File: config.mk
export PLATFORM = sky130hd
export DESIGN_NAME = sdr_rx_demux
export DESIGN_NICKNAME = d
export VERILOG_FILES = /design/src/rtl/sdr_rx_demux.sv
export SDC_FILE = /design/constraint.sdc
export NUM_CORES = 1
export LEC_CHECK = 0
export ABC_AREA = 1
export BUFFER_PORTS_ARGS = -buffer_cell sky130_fd_sc_hd__buf_4
export CAP_MARGIN = 40
export CORE_ASPECT_RATIO = 0.9
export CORE_MARGIN = 10
export CORE_UTILIZATION = 52
export CTS_BUF_LIST = sky130_fd_sc_hd__clkbuf_16
export CTS_CLUSTER_SIZE = 16
export DETAILED_ROUTE_END_ITERATION = 8
export GPL_TIMING_DRIVEN = 1
export PLACE_DENSITY = 0.79
export SYNTH_ARGS = -nofsm -noshare
export SYNTH_HDL_FRONTEND = slang
export SYNTH_SLANG_ARGS = --single-unit
File: constraint.sdc
create_clock -name clk -period 4.4 [get_ports clk]
set_clock_uncertainty 0.15 [all_clocks]
set_input_delay 0.22 -clock clk [delete_from_list [all_inputs] [get_ports clk]]
set_output_delay 0.22 -clock clk [all_outputs]
set_load 0.01 [all_outputs]
File: src/rtl/sdr_rx_demux.sv
// Receive-side 1:2 AXIS demultiplexer: routes whole inbound frames to DMA, ALT or discard.
// Destination is latched on a frame's first beat; one holding register feeds both masters.
module sdr_rx_demux #(
  parameter int AXIS_BYTES = 8
) (
  input  logic                    clk,
  input  logic                    rst_n,
  input  logic                    cfg_enable,
  input  logic [1:0]              cfg_dst_sel,
  input  logic                    stat_clr,
  input  logic [AXIS_BYTES*8-1:0] s_axis_in_tdata,
  input  logic [AXIS_BYTES-1:0]   s_axis_in_tkeep,
  input  logic                    s_axis_in_tvalid,
  input  logic                    s_axis_in_tlast,
  output logic                    s_axis_in_tready,
  output logic [AXIS_BYTES*8-1:0] m_axis_dma_tdata,
  output logic [AXIS_BYTES-1:0]   m_axis_dma_tkeep,
  output logic                    m_axis_dma_tvalid,
  output logic                    m_axis_dma_tlast,
  input  logic                    m_axis_dma_tready,
  output logic [AXIS_BYTES*8-1:0] m_axis_alt_tdata,
  output logic [AXIS_BYTES-1:0]   m_axis_alt_tkeep,
  output logic                    m_axis_alt_tvalid,
  output logic                    m_axis_alt_tlast,
  input  logic                    m_axis_alt_tready,
  output logic [31:0]             stat_bytes,
  output logic [31:0]             stat_frames,
  output logic [31:0]             stat_dropped,
  output logic                    stat_in_frame,
  output logic [1:0]              stat_dst_active
);

  localparam logic [1:0] DST_DMA = 2'd0;
  localparam logic [1:0] DST_ALT = 2'd1;

  typedef enum logic {ST_IDLE = 1'b0, ST_PASS = 1'b1} state_t;

  function automatic logic [31:0] f_popcount(input logic [AXIS_BYTES-1:0] keep);
    logic [31:0] cnt;
    cnt = 32'd0;
    for (int i = 0; i < AXIS_BYTES; i++) begin
      cnt = cnt + {31'd0, keep[i]};
    end
    return cnt;
  endfunction

  state_t                  r_state;
  state_t                  w_state_nxt;
  logic [1:0]              r_locked_dst;
  logic [1:0]              w_locked_nxt;
  logic                    r_active;
  logic [AXIS_BYTES*8-1:0] r_data;
  logic [AXIS_BYTES-1:0]   r_keep;
  logic                    r_last;
  logic                    r_valid_q;
  logic [1:0]              r_q_dst;
  logic [31:0]             r_bytes;
  logic [31:0]             r_frames;
  logic [31:0]             r_dropped;

  logic [1:0] w_route_dst;
  logic       w_route_drop;
  logic       w_en_ok;
  logic       w_drain;
  logic       w_can_load;
  logic       w_tready;
  logic       w_accept;
  logic       w_load;
  logic       w_drop;

  // Routing, enable gating and holding-stage handshake
  always_comb begin
    w_route_dst  = (r_state == ST_PASS) ? r_locked_dst : cfg_dst_sel;
    w_route_drop = w_route_dst[1];
    w_en_ok      = (r_state == ST_PASS) | cfg_enable;
    w_drain      = r_valid_q & (((r_q_dst == DST_DMA) & m_axis_dma_tready) |
                                ((r_q_dst == DST_ALT) & m_axis_alt_tready));
    w_can_load   = ~r_valid_q | w_drain;
    // r_active keeps tready low while reset is asserted and for the first edge after
    w_tready     = r_active & w_en_ok & (w_route_drop | w_can_load);
    w_accept     = s_axis_in_tvalid & w_tready;
    w_load       = w_accept & ~w_route_drop;
    w_drop       = w_accept & w_route_drop;
  end

  // Frame FSM next-state
  always_comb begin
    w_state_nxt  = r_state;
    w_locked_nxt = r_locked_dst;
    case (r_state)
      ST_IDLE: begin
        if (w_accept && !s_axis_in_tlast) begin
          w_state_nxt  = ST_PASS;
          w_locked_nxt = cfg_dst_sel;
        end else begin
          w_state_nxt  = ST_IDLE;
        end
      end
      ST_PASS: begin
        if (w_accept && s_axis_in_tlast) begin
          w_state_nxt = ST_IDLE;
        end else begin
          w_state_nxt = ST_PASS;
        end
      end
      default: begin
        w_state_nxt = ST_IDLE;
      end
    endcase
  end

  // Frame FSM state register
  always_ff @(posedge clk or negedge rst_n) begin
    if (!rst_n) begin
      r_state      <= ST_IDLE;
      r_locked_dst <= 2'd0;
      r_active     <= 1'b0;
    end else begin
      r_state      <= w_state_nxt;
      r_locked_dst <= w_locked_nxt;
      r_active     <= 1'b1;
    end
  end

  // Holding register: load wins over drain so both can happen in one cycle
  always_ff @(posedge clk or negedge rst_n) begin
    if (!rst_n) begin
      r_data    <= '0;
      r_keep    <= '0;
      r_last    <= 1'b0;
      r_valid_q <= 1'b0;
      r_q_dst   <= 2'd0;
    end else if (w_load) begin
      r_data    <= s_axis_in_tdata;
      r_keep    <= s_axis_in_tkeep;
      r_last    <= s_axis_in_tlast;
      r_valid_q <= 1'b1;
      r_q_dst   <= w_route_dst;
    end else if (w_drain) begin
      r_valid_q <= 1'b0;
    end else begin
      r_valid_q <= r_valid_q;
    end
  end

  // Statistics counters; clear has priority over any increment
  always_ff @(posedge clk or negedge rst_n) begin
    if (!rst_n) begin
      r_bytes   <= 32'd0;
      r_frames  <= 32'd0;
      r_dropped <= 32'd0;
    end else if (stat_clr) begin
      r_bytes   <= 32'd0;
      r_frames  <= 32'd0;
      r_dropped <= 32'd0;
    end else begin
      if (w_drain) begin
        r_bytes <= r_bytes + f_popcount(r_keep);
      end
      if (w_drain && r_last) begin
        r_frames <= r_frames + 32'd1;
      end
      if (w_drop) begin
        r_dropped <= r_dropped + 32'd1;
      end
    end
  end

  assign s_axis_in_tready  = w_tready;
  assign m_axis_dma_tdata  = r_data;
  assign m_axis_dma_tkeep  = r_keep;
  assign m_axis_dma_tlast  = r_last;
  assign m_axis_dma_tvalid = r_valid_q & (r_q_dst == DST_DMA);
  assign m_axis_alt_tdata  = r_data;
  assign m_axis_alt_tkeep  = r_keep;
  assign m_axis_alt_tlast  = r_last;
  assign m_axis_alt_tvalid = r_valid_q & (r_q_dst == DST_ALT);
  assign stat_bytes        = r_bytes;
  assign stat_frames       = r_frames;
  assign stat_dropped      = r_dropped;
  assign stat_in_frame     = (r_state == ST_PASS);
  assign stat_dst_active   = w_route_dst;

endmodule

# After elaboration in Yosys (flattened, before gate mapping)
# Cells that the tools add are included.
[word_totals] ff_bits=176 wordCells=61 in_bits=82
[classes] reduce_logical=10 n_bitwise=17 addsub=10 n_mux=12 n_eq_ne=1
[op_table] operator="$mux 32" count=6
[op_table] operator="$add 32x1->32 const B" count=2
[op_table] operator="$add 32x8->32" count=1
[op_table] operator="$and 1x1->1" count=10
[op_table] operator="$add 7x1->8" count=1
[op_table] operator="$reduce_bool 2->1" count=4
[op_table] operator="$add 6x1->7" count=1
[op_table] operator="$add 5x1->6" count=1
[op_table] operator="$add 4x1->5" count=1
[op_table] operator="$add 3x1->4" count=1
[op_table] operator="$mux 1" count=4
[op_table] operator="$or 1x1->1" count=4
[op_table] operator="$add 2x1->3" count=1
[op_table] operator="$logic_and 1x1->1" count=3
[op_table] operator="$not 1->1" count=3
[op_table] operator="$add 1x1->2" count=1
[op_table] operator="$eq 2x1->1 const B" count=1
[op_table] operator="$logic_not 2->1" count=1
[op_table] operator="$mux 2" count=1
[op_table] operator="$pmux 1 s2" count=1
[op_table] operator="$reduce_and 2->1" count=1
[op_table] operator="$logic_not 1->1" count=1

# Logic depth before layout (Yosys ltp)
[depth] word_depth=11 mapped_depth=16 mapped_depth_nobuf=16

# Worst setup path after synthesis
# No wires, ideal clock.
[synth_timing] kind="register to register" startpoint="register r_keep[0] (netlist: m_axis_alt_tkeep[0])" endpoint="register r_bytes[10] (netlist: stat_bytes[10])" path_slack_ns=0.832 stages_incl_launch_ff=13 arrival_ns=3.288 synth_period_minus_slack_ns=3.568 required_time_ns=4.119 setup_time_ns=0.131 path_cell_list="dfrtp_1 > fa_1 > inv_1 > fa_1 > fa_1 > fa_1 > inv_1 > fa_1 > a21oi_1 > nor2_4 > nand2_1 > o21ai_0 > a21oi_1"
[synth_via] elab_chain_len=10
[synth_rtl] element="from (decl)" line_no="53" text="logic [AXIS_BYTES-1:0] r_keep;"
[synth_rtl] element="from (signal assigned)" line_no="135" text="r_keep <= s_axis_in_tkeep;"
[synth_rtl] element="$add 1x1->2" line_no="42" text="cnt = cnt + {31'd0, keep[i]};"
[synth_rtl] element="$add 2x1->3" line_no="42"
[synth_rtl] element="$add 3x1->4" line_no="42"
[synth_rtl] element="$add 4x1->5" line_no="42"
[synth_rtl] element="$add 5x1->6" line_no="42"
[synth_rtl] element="$add 6x1->7" line_no="42"
[synth_rtl] element="$add 7x1->8" line_no="42"
[synth_rtl] element="$add 32x8->32" line_no="158" text="r_bytes <= r_bytes + f_popcount(r_keep);"
[synth_rtl] element="$mux 32" line_no="157" text="if (w_drain) begin"
[synth_rtl] element="$mux 32" line_no="152" text="end else if (stat_clr) begin"
[synth_rtl] element="to (signal assigned)" line_no="158"
[synth_rtl] element="to (decl)" line_no="57" text="logic [31:0] r_bytes;"
# Every way passes these cells. The select of a mux whose other input is x is not followed.
# A chain may end at the register's enable or synchronous reset.

# Worst setup path after layout
# Same ends and word-level chain as after synthesis.

==> impl_metrics.toml <==
[outcome]
outcome = "completed"

[sta]
min_period_over_period_pct = 88.5
hold_viol = 0
clock.fmax_mhz = 257
rsz0062_at_grt = "false"
final_max_slew_viol_count = 0
timing.final.crit_period_ns = 3.89
setup_tns_ns = 0
relSlewSlack_pct = 51.8
setup_viol = 0
worst_pin_slew_ns = 0.721

[layout]
multi_input_area_sq_um = 4570
seqCellArea_sq_um = 4400
instances_no_fill = 2054
final_nets = 1882
synthToLayoutAreaGrowth_pct = 32.9
fillerInstances = 1553
diodes = 0
drive_gt1_share_pct = 22.3

[drt]
drc_errors = 0
detail-route-antenna-nets = 0
drt_first_pass_iters = 5
vias_per_cell = 5.30
wl_per_cell_um = 17.6
vias = 10900
drtIter0Drc = 1034
wl_mm = 36.2

[logic_synthesis]
synth-async-reset-ratio_pct = 100
avgSynthCellArea_sq_um = 7.14
yosysTopAreaCell = "dfrtp_1"
yosysMostFrequentCell = "nand2_1"
synth_edf_count = 0
yosysSeqAreaShare_pct = 42.0
ys_types = 40
netlist_area_sq_um = 10500
synth_flop_cell = "dfrtp_1"
yosysTopAreaCellShare_pct = 42.0
syn_nets = 1563
yosysWarnings = 0
synth.area.top_cells = "dfrtp_1 42%, nand2_1 16%, nor2_1 7.0%, inv_1 6.4%, buf_4 5.7%"
ys_ff_latch = 176
ys_top_cells_by_count = "445 x nand2_1, 195 x nor2_1, 178 x inv_1, 176 x dfrtp_1, 106 x nand3_1"
synth_cells = 1468

[grt]
grt-ovfl-total = 0
grt_max_degree = 111
antenna_found_initial = 0
grt_pass1_wl_mm = 57.5
track_usage_pct = 27.1
grt_pass1_vias = 10700

[clock_tree]
cts_buffers = 17
path_clk_slew_ns = 0.07
cts_max_level = 4
cts_setup_buffers = 0
clock_sinks = 176
cts_root_buffer = "clkbuf_16"
cts-hold-fix-buffers = 77
insertion_delay_ns = 0.43
ctsResizeCount = 0
cts_tree = "done"
clockBufferDepth = 2

[run]
max_cap_violations = 0

[place]
io_buffers = 329
dp_hpwl_mm = 26.4
placed_cells = 1946
gp_congestion = 0.966

[critical_path]
critPathLaunchType = "flop"
crit_chain = "fa_1, inv_1, fa_1, fa_1, fa_1, inv_1, fa_1, a21oi_1, nor2_4, nand2_1, o21ai_0, a21oi_1"
crit_arrival_ns = 4.04
critPathMaxStageDelay_ns = 0.54
critPathMostFrequentCell = "fa_1"
path_delay_family = "adder cells"
critical_path_buf_inv_count = 2
cp_max_fo = 7
path_class = "flop to flop"
required_ns = 4.55
setup.worst_path.end_class = "flop"
slowest_stage = "fa_1"

[floorplan]
die_w_um = 170
io_pins = 330
die-area_sq_um = 26200
fp.dieH_um = 155
initial_utilization_pct = 52.6
num_rows = 49
core-area_sq_um = 19900

[power]
finalPower_w = 0.00678
power_density_nw_per_um2 = 487
cellLeakagePower_nw = 7.02
sequentialPowerShare_pct = 35.5
switchingPower_w = 0.00258
ir_drop_mv = 0.495
internal_power_w = 0.00420
p_comb_share_pct = 41.6
switching_share_pct = 38.0
pwr-share-clk_pct = 23.0

[worst_hold_path]
hold_path_class = "primary input to asynchronous set/reset pin"
==> cell type report <==
type / count / share of cell area (%)
timing repair buffer: 415 / 24.2
clock inverter: 14 / 1.19
clock buffer: 17 / 3.05
inverter: 180 / 4.85
multi-input combinational: 997 / 32.8
tap: 255 / 2.29
sequential: 176 / 31.6
==> power by group through the flow <==
stage	clock (W)	combinational, W	sequential, W
2_1_floorplan	0	0.00150	0.00244
3_3_place_gp	0	0.00263	0.00239
3_5_place_dp	0	0.00274	0.00239
4_1_cts	0.00159	0.00281	0.00238
5_1_grt	0.00165	0.00306	0.00244
6_report	0.00156	0.00282	0.00240
==> path summary, 6_finish.rpt <==
| kind | cells after the start | from | slack, ns | to |
|---|---|---|---|---|
| worst min register to register | 2 | r_locked_dst[0]$_DFFE_PN0P_ | 0.35 | r_locked_dst[0]$_DFFE_PN0P_ |
| worst max-delay path | 12 | m_axis_alt_tkeep[0]$_DFFE_PN0P_ | 0.51 | stat_bytes[10]$_DFFE_PN0P_ |
| worst max register to register | 12 | m_axis_alt_tkeep[0]$_DFFE_PN0P_ | 0.51 | stat_bytes[10]$_DFFE_PN0P_ |
| worst min-delay path | 2 | rst_n | 0.07 | stat_bytes[28]$_DFFE_PN0P_ |
| max in group asynchronous | 3 | rst_n | 3.20 | m_axis_alt_tdata[28]$_DFFE_PN0P_ |
| min in group clk | 2 | stat_clr | 0.08 | stat_frames[1]$_DFFE_PN0P_ |
==> layout by cell type, fill, tap and decap left out, types with 5 or more instances in the layout <==
master,Yosys,final
fa_1,5,5
xnor2_1,10,10
buf_4,80,334
nand2_1,445,445
inv_1,178,179
nand4_1,31,31
nor2_1,195,195
dlygate4sd3_1,0,77
o21ai_1,26,26
xor2_1,7,7
ha_1,8,8
clkbuf_16,0,17
nor3_1,7,7
o21ai_0,85,85
dfrtp_1,176,176
nand2_2,7,7
nor2_2,10,10
a21oi_1,26,26
nand3_1,106,106
==> routing by layer <==
metal  up-vias  track usage, %  part of all wire (%)
met5         -               0                     0
met4         0            9.31                   2.5
met3        71            7.81                   9.8
li1       5167               -                     -
met1      5139            33.6                    39
met2       506            44.3                    49
==> cells by family after synthesis <==
group	Yosys count	share of synthesized area, %
adder cells (fa/ha/maj)	13	1.91
AND/OR/NAND/NOR	816	32.7
AO/OA/AOI/OAI	150	7.51
other	1	0.0358
buffers and inverters	295	14.4
flip-flops	176	42.0
XOR/XNOR	17	1.42
==> registers in the layout (all words and copies together), names as in the netlist, named ones only <==
signal	flops
stat_frames	32
m_axis_alt_tdata	64
stat_dropped	32
r_active	1
r_locked_dst	2
stat_bytes	32
r_q_dst	2
m_axis_alt_tlast	1
m_axis_alt_tkeep	8
r_valid_q	1
==> per-stage QoR <==
step	setup slack, ns	hold WS, ns	util (%)	instance area, sq um
2_1_floorplan	0.832	-0.226	-	10500
3_3_place_gp	0.680	0.246	62.7	12500
3_5_place_dp	0.554	-0.0501	63.1	12600
4_1_cts	0.537	0.0571	69.9	13900
5_1_grt	0.292	0.0807	69.9	13900
6_report	0.508	0.0694	69.9	13900
Note: power is estimated with default switching activity, not from simulation.
